$ cat src/rtl/fetch_sequencer_pkg.sv
// fetch_sequencer_pkg: shared state, mode and instruction constants for the fetch sequencer
package fetch_sequencer_pkg;
    typedef enum logic [1:0] {IDLE, RUN, HALT} seq_state_t;
    localparam logic [1:0] MODE_REG = 2'b00;
    localparam logic [1:0] MODE_TGT = 2'b01;
    localparam logic [1:0] MODE_IMM = 2'b10;
    localparam logic [1:0] MODE_RSV = 2'b11;
    localparam logic [8:0] NOP_INSTR = 9'h000;
endpackage

$ cat src/rtl/program_counter.sv
// program_counter: loadable, incrementing PC with async reset to the start address
module program_counter #(
    parameter int PC_W = 10,
    parameter logic [PC_W-1:0] START_ADDR = '0
) (
    input  logic            Clk,
    input  logic            Reset,
    input  logic            Init,
    input  logic            Load,
    input  logic            Inc,
    input  logic [PC_W-1:0] LoadVal,
    output logic [PC_W-1:0] Count
);
    logic [PC_W-1:0] count_q, count_d;

    // Init restarts the program, Load takes a branch, Inc steps sequentially
    always_comb begin
        count_d = Init ? START_ADDR : Load ? LoadVal : Inc ? count_q + PC_W'(1) : count_q;
    end

    // PC register
    always_ff @(posedge Clk or posedge Reset) begin
        if (Reset) count_q <= START_ADDR;
        else       count_q <= count_d;
    end

    assign Count = count_q;
endmodule

$ cat src/rtl/fetch_sequencer.sv
// fetch_sequencer: PC, decode mode and previous-instruction holder with Start/Done run control
module fetch_sequencer
    import fetch_sequencer_pkg::*;
#(
    parameter int          PC_W       = 10,
    parameter int unsigned START_ADDR = 0,
    parameter int          CNT_W      = 16
) (
    input  logic             Clk,
    input  logic             Reset,
    input  logic             Start,
    output logic [PC_W-1:0]  InstrAddr,
    input  logic [8:0]       InstrData,
    output logic [8:0]       Instruction,
    output logic [8:0]       PrevInstruction,
    output logic [1:0]       CurrState,
    input  logic [1:0]       NextState,
    input  logic [8:0]       PrevInstrIn,
    input  logic             BranchEn,
    input  logic [8:0]       BranchTarget,
    input  logic             AckIn,
    output logic             Done,
    output logic             Busy,
    output logic [CNT_W-1:0] CycleCount
);
    seq_state_t       state_q, state_d;
    logic             start_q;
    logic [1:0]       mode_q, mode_d;
    logic [8:0]       prev_q, prev_d;
    logic [CNT_W-1:0] cnt_q, cnt_d;
    logic             run, start_rise, init, advance, load, inc;
    logic [PC_W-1:0]  target;

    assign run        = state_q == RUN;
    assign start_rise = Start & ~start_q;
    assign init       = ~run & start_rise;
    assign advance    = run & ~AckIn;
    assign load       = advance & BranchEn;
    assign inc        = advance & ~BranchEn;
    assign target     = PC_W'(BranchTarget);

    // Next run state, mode, previous instruction and saturating cycle count
    always_comb begin
        state_d = init ? RUN : (run && AckIn) ? HALT : state_q;
        mode_d  = init ? MODE_REG : advance ? ((NextState == MODE_RSV) ? MODE_REG : NextState) : mode_q;
        prev_d  = init ? NOP_INSTR : advance ? PrevInstrIn : prev_q;
        cnt_d   = init ? '0 : (run && cnt_q != '1) ? cnt_q + CNT_W'(1) : cnt_q;
    end

    // Sequencer registers, cleared immediately by Reset
    always_ff @(posedge Clk or posedge Reset) begin
        if (Reset) begin
            state_q <= IDLE;
            start_q <= 1'b0;
            mode_q  <= MODE_REG;
            prev_q  <= NOP_INSTR;
            cnt_q   <= '0;
        end else begin
            state_q <= state_d;
            start_q <= Start;
            mode_q  <= mode_d;
            prev_q  <= prev_d;
            cnt_q   <= cnt_d;
        end
    end

    program_counter #(.PC_W(PC_W), .START_ADDR(PC_W'(START_ADDR))) u_pc (
        .Clk    (Clk),
        .Reset  (Reset),
        .Init   (init),
        .Load   (load),
        .Inc    (inc),
        .LoadVal(target),
        .Count  (InstrAddr)
    );

    assign Instruction     = run ? InstrData : NOP_INSTR;
    assign PrevInstruction = prev_q;
    assign CurrState       = mode_q;
    assign Done            = state_q == HALT;
    assign Busy            = run;
    assign CycleCount      = cnt_q;
endmodule
$ cat config.mk
export PLATFORM = sky130hd
export DESIGN_NAME = fetch_sequencer
export DESIGN_NICKNAME = d
export VERILOG_FILES = /design/src/rtl/fetch_sequencer_pkg.sv /design/src/rtl/program_counter.sv /design/src/rtl/fetch_sequencer.sv
export SDC_FILE = /design/constraint.sdc
export NUM_CORES = 1
export LEC_CHECK = 0
export ABC_AREA = 0
export BUFFER_PORTS_ARGS = -buffer_cell sky130_fd_sc_hd__buf_2
export CAP_MARGIN = 30
export CORE_ASPECT_RATIO = 0.75
export CORE_UTILIZATION = 48
export CTS_CLUSTER_DIAMETER = 40
export DETAILED_ROUTE_END_ITERATION = 7
export MAX_ROUTING_LAYER = met4
export PLACE_DENSITY = 0.86
export SYNTH_ARGS = -nofsm -noshare
export SYNTH_HDL_FRONTEND = slang
export SYNTH_SLANG_ARGS = --single-unit
$ cat constraint.sdc
create_clock -name Clk -period 2 [get_ports Clk]
set_input_delay 0 -clock Clk [delete_from_list [all_inputs] [get_ports Clk]]
set_output_delay 0 -clock Clk [all_outputs]
set_load 0.01 [all_outputs]
==> results.sh, run 1 <==
export IMPL_portBuffers=81
export IMPL_rr_worst_depth=4
export IMPL_syn_area_um2=2077
export IMPL_ys_ff_latch=40
export IMPL_grt_overflow=0
export IMPL_num_rows=20
export IMPL_n_fill_cell=343
export IMPL_max_cap_viol_count=0
export IMPL_rr_endpoint="CycleCount[13]"
export IMPL_core_area_um2=4104
export IMPL_hold_viol=0
export IMPL_layout_drive_gt1_share_pct=33.23
export IMPL_syn_num_nets=247
export IMPL_critical_path_class="flip-flop to flip-flop"
export IMPL_die_h_um=58.97
export IMPL_synth_edf_count=0
export IMPL_holdCritStartpoint="BranchTarget[3]"
export IMPL_synthMuxAreaShare_pct=2.410
export IMPL_ys_flop_type="dfrtp_1"
export IMPL_routedWlPerCell_um=15.61
export IMPL_power_mw=3.108
export IMPL_slew_violations=0
export IMPL_dr_pass1_iters=5
export IMPL_insertion_delay_ns=0.29
export IMPL_rsz0062_at_grt="no"
export IMPL_via_per_inst=5.666
export IMPL_worstMarginPinSlew_ns=0.8409
export IMPL_hold_end="u_pc.Count[3]"
export IMPL_holdWs_ns=0.006930
export IMPL_start_kind="flip-flop"
export IMPL_ios=82
export IMPL_synth_cell_types=36
export IMPL_drc=0
export IMPL_placed_cell_area_um2=2572
export IMPL_antenna_found_initial=0
export IMPL_crit_chain="nand3_1 > or4_4 > or4_1 > a21oi_1"
export IMPL_layout_common_cells="81 x buf_2, 38 x dfrtp_1, 13 x nand2_1, 13 x dlygate4sd3_1"
export IMPL_clock_root_buffer="clkbuf_8"
export IMPL_die_area_um2=4597
export IMPL_hold_depth=3
export IMPL_vias=2068
export IMPL_ys_seq_area_share_pct=48.19
export IMPL_grt_max_degree=41
export IMPL_synthSimpleGateAreaFrac_pct=22.11
export IMPL_outcome="finished, final reports clean"
export IMPL_grt_first_pass_wirelength_mm=9.156
export IMPL_cts_buffers=5
export IMPL_layout_commonest_cell="buf_2"
export IMPL_synth_compound_area_share_pct=22.23
export IMPL_start_util_pct=50.61
export IMPL_r2r_start="CycleCount[2]"
export IMPL_synth_top_family_by_area="compound AO/OA/AOI/OAI gates"
export IMPL_final_instance_count_excl_fill=365
export IMPL_cp_end_kind="flip-flop"
export IMPL_multi_input_area_um2=1016
export IMPL_ir_worst_vdd_uv=892.5
export IMPL_synthAdderAreaFrac_pct=1.205
export IMPL_die_w_um=77.96
export IMPL_relSlewSlack_pct=43.74
export IMPL_drt_iter0_drc=183
export IMPL_powerDensity_nw_per_um2=1100
export IMPL_syn_avg_cell_area_um2=9.844
export IMPL_slowest_delay_ns=0.57
export IMPL_grt_util_all_layers_pct=26.97
export IMPL_antenna_left=0
export IMPL_grt_pass1_vias=1958
export IMPL_yosys_warnings=0
export IMPL_arrival_ns=2.10
export IMPL_clock_fmax_mhz=530.3
export IMPL_syn_inst=211
export IMPL_syn_to_final_growth_pct=36.02
export IMPL_min_period_ns=1.886
export IMPL_routed_wl_mm=5.698
export IMPL_reg2reg_slack_ns=0.11
export IMPL_cts_sinks=40
export IMPL_slowest_stage="or4_4"
export IMPL_hp_class="input pin to flip-flop"
export IMPL_gp_congestion=0.8760
export IMPL_cts_buffer_depth=2
export IMPL_final_cell_area_um2=2825
export IMPL_cts_tree="done"
export IMPL_async_flop_share_pct=100.0
export IMPL_clock_skew_ns=0.01224
export IMPL_required_ns=2.21
export IMPL_final_setup_viol_count=0
export IMPL_dpl_cell_count=344
export IMPL_h_tree_depth=2
export IMPL_nets=345
export IMPL_setup_tns_ns=0
export IMPL_fin_crit_sh_pct=94.29
export IMPL_cts_clk_slew_worst_paths_ns=0.09
export IMPL_diodes=0
export IMPL_cellLeakagePower_nw=1.391
export IMPL_regArea_um2=1003
export IMPL_cp_max_fo=7
export IMPL_detailed_place_hpwl_mm=4.030
export IMPL_synth_xor_area_share_pct=0.4217
power breakdown:
group / switching [mW] / leakage, nW / internal (mW) / total (mW)
sequential: 0.204 / 0.529 / 1.02 / 1.23
combinational: 0.657 / 0.807 / 0.546 / 1.20
clock: 0.302 / 0.0548 / 0.376 / 0.678
layout make-up:
cell class	count	area share (%)
clock buffer	5	2.436
clock inverter	3	1.639
inverter	7	0.9300
multi-input combinational	153	35.96
sequential	40	35.52
tap	55	2.436
timing repair buffer	102	21.08
layer usage:
layer / vias to the layer above / global-route usage (%) / part of all wire (%)
li1: 991 / - / -
met1: 982 / 34.30 / 43
met2: 89 / 45.01 / 50
met3: 6 / 4.806 / 6.1
met4: 0 / 7.672 / 1.1
met5: - / - / 0
synthesized netlist by cell type, drive strengths merged, types with 4 or more instances:
master | number | share of area, %
a21oi | 10 | 2.4
a22o | 10 | 4.2
a22oi | 5 | 1.8
and2 | 12 | 3.6
and3 | 5 | 1.5
clkbuf | 8 | 1.4
dfrtp | 40 | 48
inv | 7 | 1.3
mux2i | 5 | 2.4
nand2 | 13 | 2.3
nand2b | 4 | 1.2
nand3 | 9 | 2.2
nand4 | 5 | 1.8
nor2 | 11 | 2.0
o21ai | 12 | 2.9
o2bb2ai | 9 | 3.8
o311ai | 4 | 1.7
o31ai | 6 | 2.2
or3 | 5 | 1.5
or4 | 6 | 2.3
worst max-delay path: cells and delay by family (launching register included):
family | cells | cell delay (ns)
DFF | 1 | 0.44
and+or+nand+nor | 3 | 1.21
AOI/OAI and AO/OA | 1 | 0.15
repair_timing:
action | CTS | global route
endpoints found under the hold margin | 52 | 0
endpoints found under the setup margin | 0 | 2
buffers inserted | 0 | 0
hold buffers | 13 | 0
resized for setup | 0 | 3
flip-flops by register name (all words and copies together) (netlist names):
signal and flops:
u_pc.Count 10, PrevInstruction 9, CycleCount 16, state_q 2, CurrState 2, start_q 1
worst max-delay path by stage:
stage                       start        endpoint  slack, ns  cells past startpoint
global route        CycleCount[2]  CycleCount[13]      0.004                      4
detailed placement  CycleCount[5]  CycleCount[15]       0.11                      4
floorplan           CycleCount[3]  CycleCount[13]       0.17                      4
finish              CycleCount[2]  CycleCount[13]       0.11                      4
global placement    CycleCount[4]  CycleCount[13]       0.18                      4
CTS                 CycleCount[5]  CycleCount[13]       0.09                      4
through the flow:
stage,setup WS (ns),util [%]
2_1_floorplan,0.1726,-
3_3_place_gp,0.1795,62.68
3_5_place_dp,0.1098,62.68
4_1_cts,0.08853,68.66
5_1_grt,0.004184,68.84
6_report,0.1141,68.84
cell families (layout without fill, tap and decap cells):
group | Yosys count | in the layout
AO/OA/AOI/OAI | 64 | 64
XOR/XNOR | 1 | 1
adder cells (fa/ha/maj) | 2 | 2
buffers and inverters | 18 | 117
flip-flops | 40 | 40
multiplexers | 5 | 5
AND/OR/NAND/NOR | 81 | 81
(Power assumes the default switching activity.)
==> inputs of run 2 (changes only) <==
--- a/config.mk
+++ b/config.mk
@@ -8,7 +8,7 @@
 export ABC_AREA = 0
 export BUFFER_PORTS_ARGS = -buffer_cell sky130_fd_sc_hd__buf_2
 export CAP_MARGIN = 30
-export CORE_ASPECT_RATIO = 0.75
+export CORE_ASPECT_RATIO = 0.7
 export CORE_UTILIZATION = 48
 export CTS_CLUSTER_DIAMETER = 40
 export DETAILED_ROUTE_END_ITERATION = 7
==> run 2 against run 1 <==
Net effect:
- clock-buffer cell count increased by 1
- global-route usage down 0.34 points
- worst setup slack got worse by 0.026 ns
- sequential power barely moved
- utilization increased by 1.1 points
- die area hardly changed
- critical path type unchanged
- clock power fell by 19%
- non-clock buffer count increased by 2
- power is 4.1% lower
==> results.sh, run 2 (synthesized netlist as in run 1, its figures left out) <==
export IMPL_die_area_um2=4598
export IMPL_cp_max_fo=7
export IMPL_cellLeakagePower_nw=1.395
export IMPL_vias=2097
export IMPL_grt_max_degree=41
export IMPL_critPathLaunch="CycleCount[2]"
export IMPL_cts_sinks=40
export IMPL_core_area_um2=4041
export IMPL_routedWlPerCell_um=15.18
export IMPL_fin_crit_sh_pct=95.60
export IMPL_clock_skew_ns=0.008058
export IMPL_rr_worst_depth=4
export IMPL_arrival_ns=2.13
export IMPL_dr_pass1_iters=4
export IMPL_drt_iter0_drc=174
export IMPL_worstMarginPinSlew_ns=0.8170
export IMPL_power_mw=2.982
export IMPL_die_h_um=57.04
export IMPL_grt_pass1_vias=1971
export IMPL_cts_clk_slew_worst_paths_ns=0.08
export IMPL_nets=347
export IMPL_detailed_place_hpwl_mm=3.818
export IMPL_diodes=0
export IMPL_required_ns=2.21
export IMPL_powerDensity_nw_per_um2=1054
export IMPL_die_w_um=80.62
export IMPL_rr_endpoint="CycleCount[15]"
export IMPL_drc=0
export IMPL_min_period_ns=1.912
export IMPL_max_cap_viol_count=0
export IMPL_grt_util_all_layers_pct=26.64
export IMPL_clock_fmax_mhz=523.0
export IMPL_grt_overflow=0
export IMPL_ir_worst_vdd_uv=840.9
export IMPL_ios=82
export IMPL_critical_path_class="flip-flop to flip-flop"
export IMPL_cts_buffer_depth=2
export IMPL_via_per_inst=5.761
export IMPL_hp_class="input pin to flip-flop"
export IMPL_dp_slack_ns=0.08718
export IMPL_portBuffers=81
export IMPL_r2r_start="CycleCount[2]"
export IMPL_final_util_pct=69.97
export IMPL_relSlewSlack_pct=45.33
export IMPL_clock_root_buffer="clkbuf_8"
export IMPL_slew_violations=0
export IMPL_largest_reg_flops=16
export IMPL_outcome="finished, final reports clean"
export IMPL_hold_viol=0
export IMPL_gp_congestion=0.8868
export IMPL_worst_slack_ns=0.08793
export IMPL_antenna_found_initial=0
export IMPL_cp_end_kind="flip-flop"
export IMPL_holdWs_ns=0.007937
export IMPL_start_util_pct=51.39
export IMPL_insertion_delay_ns=0.29
export IMPL_reg2reg_slack_ns=0.09
export IMPL_num_rows=19
export IMPL_setup_tns_ns=0
export IMPL_layout_common_cells="81 x buf_2, 38 x dfrtp_1, 14 x dlygate4sd3_1"
export IMPL_layout_commonest_cell="buf_2"
export IMPL_cts_tree="done"
export IMPL_cp_endpoint="CycleCount[15]"
export IMPL_postCtsSetupBuffers=0
export IMPL_syn_to_final_growth_pct=36.14
export IMPL_grt_first_pass_wirelength_mm=9.087
export IMPL_h_tree_depth=2
export IMPL_antenna_left=0
export IMPL_routed_wl_mm=5.527
export IMPL_layout_drive_gt1_share_pct=34.29
export IMPL_cts_buffers=5
export IMPL_final_setup_viol_count=0
export IMPL_start_kind="flip-flop"
[run 2: power by group]
| group | leakage [nW] | internal [mW] | switching, mW |
|---|---|---|---|
| combinational | 0.815 | 0.549 | 0.653 |
| sequential | 0.529 | 1.02 | 0.207 |
| clock | 0.0510 | 0.275 | 0.274 |
[run 2: final cells by class]
cell class,count,area (um^2)
clock inverters,2,10.01
clock buffers,6,82.58
multi-input cells,153,1027
well taps,52,65.06
flip-flops and latches,40,1003
fillers,304,1214
repair buffers,104,613.1
inverters,7,26.28
[run 2: worst max-delay path, cell delays in order, from the launching register on]
cell	delay, ns
dfrtp_1	0.43
nand3_1	0.16
or4_4	0.58
or4_1	0.48
a21oi_1	0.18
[run 2: how the worst min path moves through the flow]
stage | start | endpoint | cells past startpoint
global placement | Reset | CycleCount[1] | 3
floorplan | Start | start_q | 0
CTS | BranchTarget[6] | u_pc.Count[6] | 3
global route | BranchTarget[5] | u_pc.Count[5] | 3
finish | BranchTarget[5] | u_pc.Count[5] | 3
detailed placement | Reset | PrevInstruction[2] | 3
[run 2: repair_timing]
action / CTS / global route
endpoints found under the hold margin: 53 / 0
hold buffers: 14 / 0
gates resized for setup: 0 / 6
endpoints found under the setup margin: 0 / 2
[run 2: routing by layer]
metal	global-route usage (%)	up-vias	part of all wire, %
li1	-	995	-
met1	35.64	987	43
met3	5.440	12	6.7
met5	-	-	0
met4	7.908	0	1.7
met2	41.16	103	48
[run 2: through the flow]
step	cells	area, um^2
5_1_grt	364	2828
2_1_floorplan	211	2077
3_3_place_gp	342	2576
6_report	364	2828
4_1_cts	364	2809
3_5_place_dp	342	2576
==> inputs of run 3 (changes only) <==
--- a/config.mk
+++ b/config.mk
@@ -16,4 +16,6 @@
 export PLACE_DENSITY = 0.86
 export SYNTH_ARGS = -nofsm -noshare
 export SYNTH_HDL_FRONTEND = slang
+export SYNTH_HIERARCHICAL = 1
 export SYNTH_SLANG_ARGS = --single-unit
+export TNS_END_PERCENT = 30
==> run 3 against run 2 <==
Net effect:
- combinational power rose by 6%
- critical path depth rose by 2
- worst setup slack improved by 0.031 ns
- maximum frequency grew 1.7%
- area after synthesis shrank 0.78%
- wire length decreased by 1.8%
- final cell count rose by 0.82%
- via count down 1.8%
- design area up 2.6%
- register-to-register slack better by 0.03 ns
==> results.sh, run 3 <==
export IMPL_synth_compound_area_share_pct=20.46
export IMPL_cts_tree="done"
export IMPL_outcome="finished, final reports clean"
export IMPL_yosys_warnings=6
export IMPL_syn_inst=204
export IMPL_rsz0062_at_grt="no"
export IMPL_synthMuxAreaShare_pct=1.032
export IMPL_hp_class="input pin to flip-flop"
export IMPL_detailed_place_hpwl_mm=3.744
export IMPL_path_buf_inv=1
export IMPL_arrival_ns=2.08
export IMPL_cp_max_fo=8
export IMPL_synth_xor_area_share_pct=2.125
export IMPL_num_rows=19
export IMPL_start_kind="flip-flop"
export IMPL_regArea_um2=1001
export IMPL_h_tree_depth=2
export IMPL_drt_iter0_drc=139
export IMPL_vias=2059
export IMPL_min_period_ns=1.881
export IMPL_nets=350
export IMPL_power_mw=3.255
export IMPL_ys_flop_type="dfrtp_1"
export IMPL_reg2reg_slack_ns=0.12
export IMPL_fin_crit_sh_pct=94.03
export IMPL_syn_avg_cell_area_um2=10.10
export IMPL_diodes=0
export IMPL_die_area_um2=4564
export IMPL_hold_viol=0
export IMPL_gp_congestion=0.9482
export IMPL_required_ns=2.20
export IMPL_synth_top_cell_by_area="dfrtp_1"
export IMPL_insertion_delay_ns=0.30
export IMPL_multi_input_area_um2=977.2
export IMPL_routedWlPerCell_um=14.80
export IMPL_routed_wl_mm=5.430
export IMPL_via_per_inst=5.610
export IMPL_grt_pass1_vias=1894
export IMPL_synth_top_family_by_area="simple AND/OR/NAND/NOR gates"
export IMPL_relSlewSlack_pct=66.54
export IMPL_synth_cell_types=50
export IMPL_slowest_stage="or3_1"
export IMPL_die_w_um=80.32
export IMPL_cts_sinks=40
export IMPL_syn_area_um2=2061
export IMPL_slowest_delay_ns=0.40
export IMPL_synth_top_area_share_pct=48.57
export IMPL_grt_first_pass_wirelength_mm=8.818
export IMPL_core_area_um2=4018
export IMPL_syn_to_final_growth_pct=40.74
export IMPL_clock_fmax_mhz=531.7
export IMPL_syn_num_nets=240
export IMPL_start_util_pct=51.29
export IMPL_dr_pass1_iters=4
export IMPL_synth_most_common_cell="dfrtp_1"
export IMPL_synth_edf_count=0
export IMPL_final_setup_viol_count=0
export IMPL_cts_buffer_depth=2
export IMPL_synth_area_top_cells="dfrtp_1 49%, a22o_1 4.3%, and2_1 3.0%, nand3_1 2.7%, nand2_1 2.4%"
export IMPL_layout_common_cells="81 x buf_2, 40 x dfrtp_1, 22 x dlygate4sd3_1"
export IMPL_antenna_left=0
export IMPL_n_fill_cell=292
export IMPL_synthSimpleGateAreaFrac_pct=22.10
export IMPL_clock_skew_ns=0.01061
export IMPL_cts_buffers=5
export IMPL_die_h_um=56.82
export IMPL_cts_clk_slew_worst_paths_ns=0.08
export IMPL_crit_family="simple AND/OR/NAND/NOR gates"
export IMPL_ys_seq_area_share_pct=48.57
export IMPL_grt_max_degree=31
export IMPL_critical_path_class="flip-flop to flip-flop"
export IMPL_ys_top_cells_by_count="40 x dfrtp_1, 13 x nand2_1, 11 x nand3_1, 11 x nor2_1"
export IMPL_synthAdderAreaFrac_pct=1.214
export IMPL_antenna_found_initial=0
export IMPL_drc=0
export IMPL_portBuffers=81
export IMPL_slew_violations=0
export IMPL_setup_tns_ns=0
export IMPL_worstMarginPinSlew_ns=0.4974
export IMPL_ys_ff_latch=40
export IMPL_grt_util_all_layers_pct=26.69
export IMPL_layout_drive_gt1_share_pct=34.60
export IMPL_ios=82
export IMPL_layout_commonest_cell="buf_2"
export IMPL_grt_overflow=0
export IMPL_async_flop_share_pct=100.0
export IMPL_clock_root_buffer="clkbuf_8"
export IMPL_cp_end_kind="flip-flop"
export IMPL_crit_chain="nand2b_2 > nor3_1 > buf_4 > nand4_1 > or3_1 > a311oi_2"
export IMPL_max_cap_viol_count=0
export IMPL_ir_worst_vdd_uv=643.1
export IMPL_cellLeakagePower_nw=1.406
export IMPL_powerDensity_nw_per_um2=1122
export IMPL_largest_reg_flops=16
## run 3: changes by cell type after synthesis, moves of 4 or more
| cell | before | now |
|---|---|---|
| clkbuf_1 | 8 | 4 |
| a311oi_1 | 0 | 4 |
| mux2i_1 | 5 | 1 |
| a22oi_1 | 5 | 1 |
| o21ai_0 | 12 | 8 |
| o2bb2ai_1 | 9 | 0 |
| and3_1 | 5 | 1 |
## run 3: tightest hold or removal path, cell delays in order
cell,delay [ns]
buf_2,0.09
nor2_1,0.16
a311oi_2,0.08
## run 3: area by class of cell
class,instances,share of cell area (%)
multi-input cells,144,33.69
inverters,12,1.726
flip-flops and latches,40,34.51
repair buffers,111,23.64
clock inverters,2,1.337
clock buffers,6,2.847
well taps,52,2.243
## run 3: per-stage QoR
stage          instances  worst slack, ns  instance area [um^2]  hold WS (ns)  util (%)
6_report             367           0.1193                  2900       0.08001     72.19
5_1_grt              367         0.008568                  2900       0.04445     72.19
4_1_cts              366          0.05634                  2887       0.03850     71.85
3_5_place_dp         336          0.07406                  2545     0.0008960     63.34
3_3_place_gp         336           0.2413                  2545      0.001624     63.34
2_1_floorplan        204           0.1089                  2061       -0.1598         -
## run 3: final timing paths
path	from	end	depth (start not counted)
worst min-delay path	BranchTarget[5]	u_pc/Count[5]	3
worst min register to register	PrevInstruction[8]	PrevInstruction[8]	1
worst max register to register	state_q[1]	u_pc/Count[5]	6
max in group asynchronous	Reset	start_q	4
min in group asynchronous	Reset	u_pc/Count[7]	3
worst max-delay path	state_q[1]	u_pc/Count[5]	6
## run 3: layer usage
layer / up-vias / track usage [%] / share of wire (%)
met5: - / - / 0
met4: 0 / 11.22 / 2.8
met3: 16 / 6.179 / 6.1
met2: 87 / 39.80 / 46
met1: 962 / 35.05 / 45
li1: 994 / - / -
## run 3: logic make-up after synthesis
group	count (synthesis)
adder cells (fa/ha/maj)	2
buffers and inverters	20
XOR/XNOR	5
AO/OA/AOI/OAI	56
flip-flops	40
multiplexers	2
AND/OR/NAND/NOR	78
other	1
## run 3: power by group
part | leakage, nW | total (mW) | switching, mW | internal [mW]
Clock | 0.0614 | 0.701 | 0.293 | 0.408
Combinational | 0.816 | 1.27 | 0.688 | 0.584
Sequential | 0.529 | 1.28 | 0.237 | 1.04
## run 3: what timing repair did
| action | in CTS | in global routing |
|---|---|---|
| buffers inserted | 0 | 1 |
| setup endpoints to repair | 0 | 1 |
| hold buffers | 22 | 0 |
| gates resized for setup | 0 | 1 |
| hold endpoints to repair | 62 | 0 |
